`src/rtl/keypad_pkg.sv`:
```
// Shared types, key map and row-priority helpers for the 4x4 keypad scanner.
package keypad_pkg;

  typedef enum logic [0:0] {SCAN = 1'b0, HOLD = 1'b1} scan_state_t;

  typedef logic [3:0] key_code_t;

  // Indexed [row][col]; row 3 carries the E/0/F/D layout of a telephone-style pad.
  localparam key_code_t KEYMAP [4][4] = '{
    '{4'h1, 4'h2, 4'h3, 4'hA},
    '{4'h4, 4'h5, 4'h6, 4'hB},
    '{4'h7, 4'h8, 4'h9, 4'hC},
    '{4'hE, 4'h0, 4'hF, 4'hD}
  };

  function automatic logic [1:0] first_row(input logic [3:0] hit);
    logic [1:0] idx;
    if (hit[0])      idx = 2'd0;
    else if (hit[1]) idx = 2'd1;
    else if (hit[2]) idx = 2'd2;
    else             idx = 2'd3;
    return idx;
  endfunction

  function automatic logic exactly_one(input logic [3:0] hit);
    return (hit != 4'b0000) && ((hit & (hit - 4'b0001)) == 4'b0000);
  endfunction

endpackage

```
`src/rtl/sync_2ff.sv`:
```
// Two-flop synchronizer for asynchronous inputs; flops reset to all ones (idle pull-up level).
module sync_2ff #(
  parameter int WIDTH = 4
) (
  input  logic             clk,
  input  logic             reset,
  input  logic [WIDTH-1:0] d,
  output logic [WIDTH-1:0] q
);

  logic [WIDTH-1:0] meta_q;
  logic [WIDTH-1:0] sync_q;

  always_ff @(posedge clk) begin
    if (reset) begin
      meta_q <= '1;
      sync_q <= '1;
    end else begin
      meta_q <= d;
      sync_q <= meta_q;
    end
  end

  assign q = sync_q;

endmodule

```
`src/rtl/keypad_scanner.sv`:
```
// 4x4 keypad column scanner with hold-on-press; optional GHOST_REJECT_EN rejects multi-row hits.
// dbg_state exposes the SCAN/HOLD state (0 = SCAN, 1 = HOLD).
module keypad_scanner
  import keypad_pkg::*;
#(
  parameter int SCAN_DIV = 48000,
  localparam int CNT_W   = $clog2(SCAN_DIV)
) (
  input  logic       clk,
  input  logic       reset,
  input  logic [3:0] row,
  output logic [3:0] col,
  output logic [3:0] key_code,
  output logic       key_pressed,
  output logic       new_key,
  output logic       dbg_state
);

  logic [3:0]       rs;
  logic [3:0]       hit;
  logic             sample;

  scan_state_t      state_q, state_d;
  logic [CNT_W-1:0] cnt_q, cnt_d;
  logic [1:0]       col_idx_q, col_idx_d;
  logic [1:0]       held_row_q, held_row_d;
  key_code_t        key_code_q, key_code_d;
  logic             key_pressed_q, key_pressed_d;
  logic             new_key_q, new_key_d;
  logic             accept_press;
  logic             still_held;

  sync_2ff #(.WIDTH(4)) u_row_sync (
    .clk   (clk),
    .reset (reset),
    .d     (row),
    .q     (rs)
  );

  assign hit    = ~rs;
  assign sample = (cnt_q == CNT_W'(SCAN_DIV - 1));

`ifdef GHOST_REJECT_EN
  // Two or more rows low in one column may be a ghost; only a lone row counts.
  assign accept_press = exactly_one(hit);
  assign still_held   = (hit == (4'b0001 << held_row_q));
`else
  assign accept_press = (hit != 4'b0000);
  assign still_held   = hit[held_row_q];
`endif

  always_comb begin
    state_d       = state_q;
    cnt_d         = sample ? '0 : cnt_q + CNT_W'(1);
    col_idx_d     = col_idx_q;
    held_row_d    = held_row_q;
    key_code_d    = key_code_q;
    key_pressed_d = key_pressed_q;
    new_key_d     = 1'b0;
    if (sample) begin
      case (state_q)
        SCAN: begin
          if (accept_press) begin
            state_d       = HOLD;
            held_row_d    = first_row(hit);
            key_code_d    = KEYMAP[first_row(hit)][col_idx_q];
            key_pressed_d = 1'b1;
            new_key_d     = 1'b1;
          end else begin
            col_idx_d = col_idx_q + 2'd1;
          end
        end
        HOLD: begin
          if (!still_held) begin
            state_d       = SCAN;
            key_pressed_d = 1'b0;
            col_idx_d     = col_idx_q + 2'd1;
          end
        end
        default: state_d = SCAN;
      endcase
    end
  end

  always_ff @(posedge clk) begin
    if (reset) begin
      state_q       <= SCAN;
      cnt_q         <= '0;
      col_idx_q     <= 2'd0;
      held_row_q    <= 2'd0;
      key_code_q    <= 4'h0;
      key_pressed_q <= 1'b0;
      new_key_q     <= 1'b0;
    end else begin
      state_q       <= state_d;
      cnt_q         <= cnt_d;
      col_idx_q     <= col_idx_d;
      held_row_q    <= held_row_d;
      key_code_q    <= key_code_d;
      key_pressed_q <= key_pressed_d;
      new_key_q     <= new_key_d;
    end
  end

  assign col         = ~(4'b0001 << col_idx_q);
  assign key_code    = key_code_q;
  assign key_pressed = key_pressed_q;
  assign new_key     = new_key_q;
  assign dbg_state   = state_q;

endmodule

```
`config.mk`:
```
export PLATFORM = sky130hd
export DESIGN_NAME = keypad_scanner
export DESIGN_NICKNAME = d
export VERILOG_FILES = /design/src/rtl/keypad_pkg.sv /design/src/rtl/sync_2ff.sv /design/src/rtl/keypad_scanner.sv
export SDC_FILE = /design/constraint.sdc
export NUM_CORES = 1
export LEC_CHECK = 0
export ABC_AREA = 1
export BUFFER_PORTS_ARGS = -buffer_cell sky130_fd_sc_hd__buf_2
export CORE_ASPECT_RATIO = 0.6
export CORE_UTILIZATION = 60
export CTS_BUF_LIST = sky130_fd_sc_hd__clkbuf_4
export DETAILED_ROUTE_END_ITERATION = 16
export GPL_TIMING_DRIVEN = 0
export PLACE_DENSITY = 0.81
export SLEW_MARGIN = 20
export SYNTH_ARGS = -nofsm -noshare
export SYNTH_HDL_FRONTEND = slang
export SYNTH_HIERARCHICAL = 1
export SYNTH_SLANG_ARGS = --single-unit
```
`constraint.sdc`:
```
create_clock -name clk -period 2.17 [get_ports clk]
set_clock_uncertainty 0.2 [all_clocks]
set_input_delay 0.1085 -clock clk [delete_from_list [all_inputs] [get_ports clk]]
set_output_delay 0.1085 -clock clk [all_outputs]
set_load 0.01 [all_outputs]
```
Word-level counts from Yosys, hierarchy flattened
Index checks and enable logic that the tools add are counted.

storage, ports and cells
  bits in registers = 35
  latch bits = 0
  RAM bits = 0
  bits in read-only memories = 0
  input bits = 6
  output and inout port bits = 11
  memories kept = 0

cells by class
  add/subtract/negate cells = 2
  $mul = 0
  div/mod/pow operators = 0
  order comparisons = 3
  equal/unequal tests = 4
  shift-type cells = 1
  mux-type cells = 23
  bitwise operators = 6
  reductions and logical operators = 6

operators with widths
  kind                     number
  $bmux W16 S2             1
  $mux W16                 2
  $add A16 B1 Y16 const B  1
  $eq A16 B16 Y1 const B   1
  $mux W2                  7
  $reduce_and A3 Y1        3
  $bmux W4 S2              1
  $mux W4                  2
  $not A4 Y4               2
  $ge A3 B3 Y1 const B     2
  $mux W1                  6
  $ne A2 B2 Y1 const B     3
  $not A2 Y3               2
  $pmux W1 S2              2
  $pmux W2 S2              1
  $reduce_bool A4 Y1       1
  $shl A1 B2 Y4 const A    1
  $lt A2 B3 Y1 const B     1
  $reduce_or A3 Y1         1
  $add A2 B1 Y2 const B    1
  $bmux W1 S2              1
  $not A1 Y1               2
  $reduce_or A2 Y1         1

Logic depth before layout (Yosys ltp)
  word-level depth = 14
  mapped depth = 9

By module
The synthesis kept the hierarchy.

modules (own cells, without submodules)
  module          instances  cells an instance  area each (sq um)  sequential area each (sq um)
  keypad_scanner  1          217                1477.7             540.5
  sync_2ff        1          25                 224.0              160.2

Least setup slack after synthesis
OpenSTA, ideal clock, no wires.

  path kind = reg2reg
  start = reg cnt_q[0]
  end = reg cnt_q[14]
  library setup time = 0.122 ns
  arrival = 1.265 ns
  data required time = 1.848 ns
  setup slack = 0.583 ns
  stages on the path, launching flop included = 8
  cells stage by stage = dfxtp_1 > ha_1 > nand3_2 > nor2_4 > nand2_4 > o21ai_2 > buf_4 > a21oi_1

on the way
  longest elaborated chain between the ends = 2
  elaborated cells on any way between the ends = 3
  classes of those cells = 1 x add/sub; 1 x eq/ne; 1 x reduce/logical

RTL lines
  what                                                                     line                  text
  from (decl)                                                              keypad_scanner.sv:24  logic [CNT_W-1:0] cnt_q, cnt_d;
  from (signal assigned)                                                   keypad_scanner.sv:96  cnt_q <= cnt_d;
  parallel branches: the longest is 2 deep, another holds $add A16 B1 Y16  n/a

Parallel ways; which one is timed is not known.
A chain may end at the register's enable or synchronous reset.

Final worst setup path
  start = reg col_idx_q[0]
  end = out col[2]

on the way
  longest elaborated chain between the ends = 2

RTL lines
  what                    line                   text
  from (decl)             keypad_scanner.sv:25   logic [1:0] col_idx_q, col_idx_d;
  from (signal assigned)  keypad_scanner.sv:97   col_idx_q <= col_idx_d;
  $shl A1 B2 Y4           keypad_scanner.sv:105  assign col = ~(4'b0001 << col_idx_q);
  $not A4 Y4              keypad_scanner.sv:105
  to (decl)               keypad_scanner.sv:12   output logic [3:0] col,

Every way passes these cells.

==> run metrics <==
outcome=finished, violations left; failing checks=design-rule violations; drt first pass iters=10; Total Wirelength=~3.5 mm; residual DRC count=4; Mapped Nets=approximately 250; Worst Path Arrival=1530 ps; CP Capture Type=output port; CP Launch Point=col_idx_q[0]$_SDFFE_PP0P_; Die Ht=between 40 and 50 um; Req. time, crit path=1860 ps; min Tclk post-route=approximately 1800 ps; fraction of layout cells with a size suffix above 1=between 10% and 20%; Yosys reg bits=35; design area=2020 sq um; NumNets Final=between 200 and 300; Final TNS setup=0 ps; relative slew slack=between 70% and 80%; Final Hold Viols=0; # diodes=0; IO Port Bufs=16; vias in the first global route=1314; Crit Path Max Fanout=9; Inserted Clock Buffers=5; worst reg2reg path endpoint=cnt_q[3]$_SDFF_PP0_; # setup viols final=0; clk sinks=35; H-tree depth=2; Synth warnings=6; Clk Tree Root Cell=clkbuf_4; worst-skew pair later-pin latency=approximately 350 ps; Clock transition at path regs=roughly 110 ps; DR iter-0 viols=between 150 and 200; RR Startpoint=cnt_q[0]$_SDFF_PP0_; Filler Cell Count=195; Core Region=~2600 sq um; via count=1539; largest net degree at the start of global routing=13; Vias/cell=between 5 and 6; critical hold path startpoint=u_row_sync/meta_q[0]$_SDFF_PP1_; Max Cap Viol=0; initial antenna violation count=0; largest area contributor in the netlist=dfxtp_1; worst-margin pin slew=306 ps; FF+latch area=701 sq um; pwr dens=approximately 660 nW/um^2; CTS tree=done; critical path class=reg -> out; postcts setup bufs=0; top cell type's share of synthesized area=41.2%; Final Max Tran Viols=0; Core Rows=14; Period Utilization, post-route=84.5%; Pleak=0.972 nW; Netlist cell types=27; gpl congestion=0.860; die area=around 3100 sq um; syn avg cell area=7.03 sq um; Post-Synthesis Cells=roughly 240; area grow syn2layout=18.5%; sequential element share of the synthesized area=41.2%; Netlist Area Pre-Place=between 1500 and 2000 sq um; Ports=17; gr usage total=between 20% and 30%; Die Width=slightly above 70 um; Worst R2R Setup Slack=approximately 370 ps; area occupied by multi-input gates=between 800 and 900 sq um; global-route wire length before repair=a little under 6 mm; WL/cell=about 11 um; startpoint types=register; DP Wirelength=roughly 2.5 mm; maximum clock insertion buffer count=2; RSZ-0062 raised after global routing=no; Worst R2R Path Depth=8; DP Area=between 1500 and 2000 sq um; post-cts resize count=0; Max Freq=roughly 550 MHz; largest cells by area after synthesis=dfxtp_1 (41%), nand2_1 (12%), inv_1 (9.7%); maximum vdd drop=roughly 0.69 mV; classification of the worst-slack hold path=reg -> reg; Initial Utilization=roughly two thirds; crit path to=col[2]; Overflow after GRT=0; Routed Antenna Nets=0
==> cell usage after synthesis <==
| cell | instances |
|---|---|
| a21o_1 | 1 |
| a21oi_1 | 7 |
| and2_1 | 1 |
| buf_2 | 1 |
| buf_4 | 1 |
| clkinv_1 | 1 |
| dfxtp_1 | 35 |
| ha_1 | 5 |
| inv_1 | 44 |
| inv_2 | 2 |
| nand2_1 | 56 |
| nand2_2 | 1 |
| nand2_4 | 1 |
| nand3_1 | 20 |
| nand3_2 | 2 |
| nand4_1 | 4 |
| nor2_1 | 28 |
| nor2_4 | 4 |
| nor3_1 | 5 |
| nor3b_2 | 1 |
| o211ai_1 | 1 |
| o21ai_0 | 11 |
| o21ai_1 | 2 |
| o21ai_2 | 1 |
| or2_2 | 1 |
| xnor2_1 | 2 |
| xor2_1 | 4 |
==> repair_timing <==
action	in CTS	in global routing
endpoints found under the hold margin	11	0
endpoints found under the setup margin	0	0
hold buffers	9	0
==> layer usage <==
layer	GRT usage [%]	wire (um)	vias to the layer above
met5	0	0	-
met1	38.3	1830	664
met3	7.36	237	7
li1	-	-	813
met2	36.9	1370	55
met4	9.60	46	0
==> final cells by class <==
class | instances | area share [%]
tap | 32 | 1.99
multi-input combinational | 158 | 40.3
clock buffer | 5 | 1.86
buffer | 2 | 0.620
timing repair buffer | 25 | 8.44
sequential | 35 | 34.7
clock inverter | 3 | 3.35
inverter | 47 | 8.75
==> how the worst min path moves through the flow <==
stage                                       to  slack (ps)  cells past startpoint
6_report            u_row_sync/q[0]$_SDFF_PP1_         220                      2
5_1_grt             u_row_sync/q[0]$_SDFF_PP1_         250                      2
4_1_cts             u_row_sync/q[0]$_SDFF_PP1_         220                      2
3_3_place_gp   u_row_sync/meta_q[2]$_SDFF_PP1_          80                      3
3_5_place_dp   u_row_sync/meta_q[2]$_SDFF_PP1_          90                      3
2_1_floorplan  u_row_sync/meta_q[2]$_SDFF_PP1_          -7                      2
==> through the flow <==
| step | power [W] | setup WS (ps) | util, % | instances | hold slack [ps] |
|---|---|---|---|---|---|
| finish | 0.00133 | 335 | 77.8 | 307 | 223 |
| global route | 0.00138 | 162 | 77.8 | 307 | 250 |
| CTS | 0.00133 | 340 | 77.8 | 307 | 221 |
| detailed placement | 0.000733 | 388 | 70.3 | 290 | 86.3 |
| global placement | 0.000732 | 403 | 70.3 | 290 | 76.6 |
| floorplan | 0.000717 | 583 | - | 242 | -6.68 |
==> placed cells by master (no fill, tap or decap), types with 4 or more instances in the layout <==
cell type	Yosys	final
o21ai_0	11	11
nor3_1	5	5
dlygate4sd3_1	0	9
inv_1	44	44
nor2_4	4	4
dfxtp_1	35	35
nand3_1	20	20
nand4_1	4	4
xor2_1	4	4
buf_2	1	17
clkbuf_4	0	5
nor2_1	28	28
ha_1	5	5
a21oi_1	7	7
nand2_1	56	56
==> report_power, final <==
group	leakage, nW	switching, W	total (W)	internal (W)
Clock	0.0514	0.000237	0.000595	0.000358
Combinational	0.636	0.0000405	0.0000709	0.0000304
Sequential	0.284	0.00000807	0.000662	0.000654
==> worst max-delay path, stage by stage (launching register included) <==
cell	delay (ps)
dfxtp_1	460
clkinv_1	280
ha_1	280
inv_1	40
buf_2	120
==> state kept, by name, indices dropped and copies added (netlist names) <==
| name | count |
|---|---|
| cnt_q | 16 |
| key_code | 4 |
| u_row_sync/meta_q | 4 |
| u_row_sync/q | 4 |
| col_idx_q | 2 |
| held_row_q | 2 |
| dbg_state | 1 |
| key_pressed | 1 |
| new_key | 1 |
==> cells by family (layout without fill, tap and decap cells) <==
logic type      Yosys count  in the layout  share of synthesized area [%]
xor+xnor                  6              6                           3.09
simple gates            124            124                           33.7
fa+ha+maj                 5              5                           3.68
compound gates           23             23                           7.28
buf+inv                  49             82                           11.1
flops                    35             35                           41.2
(Power assumes the default switching activity.)
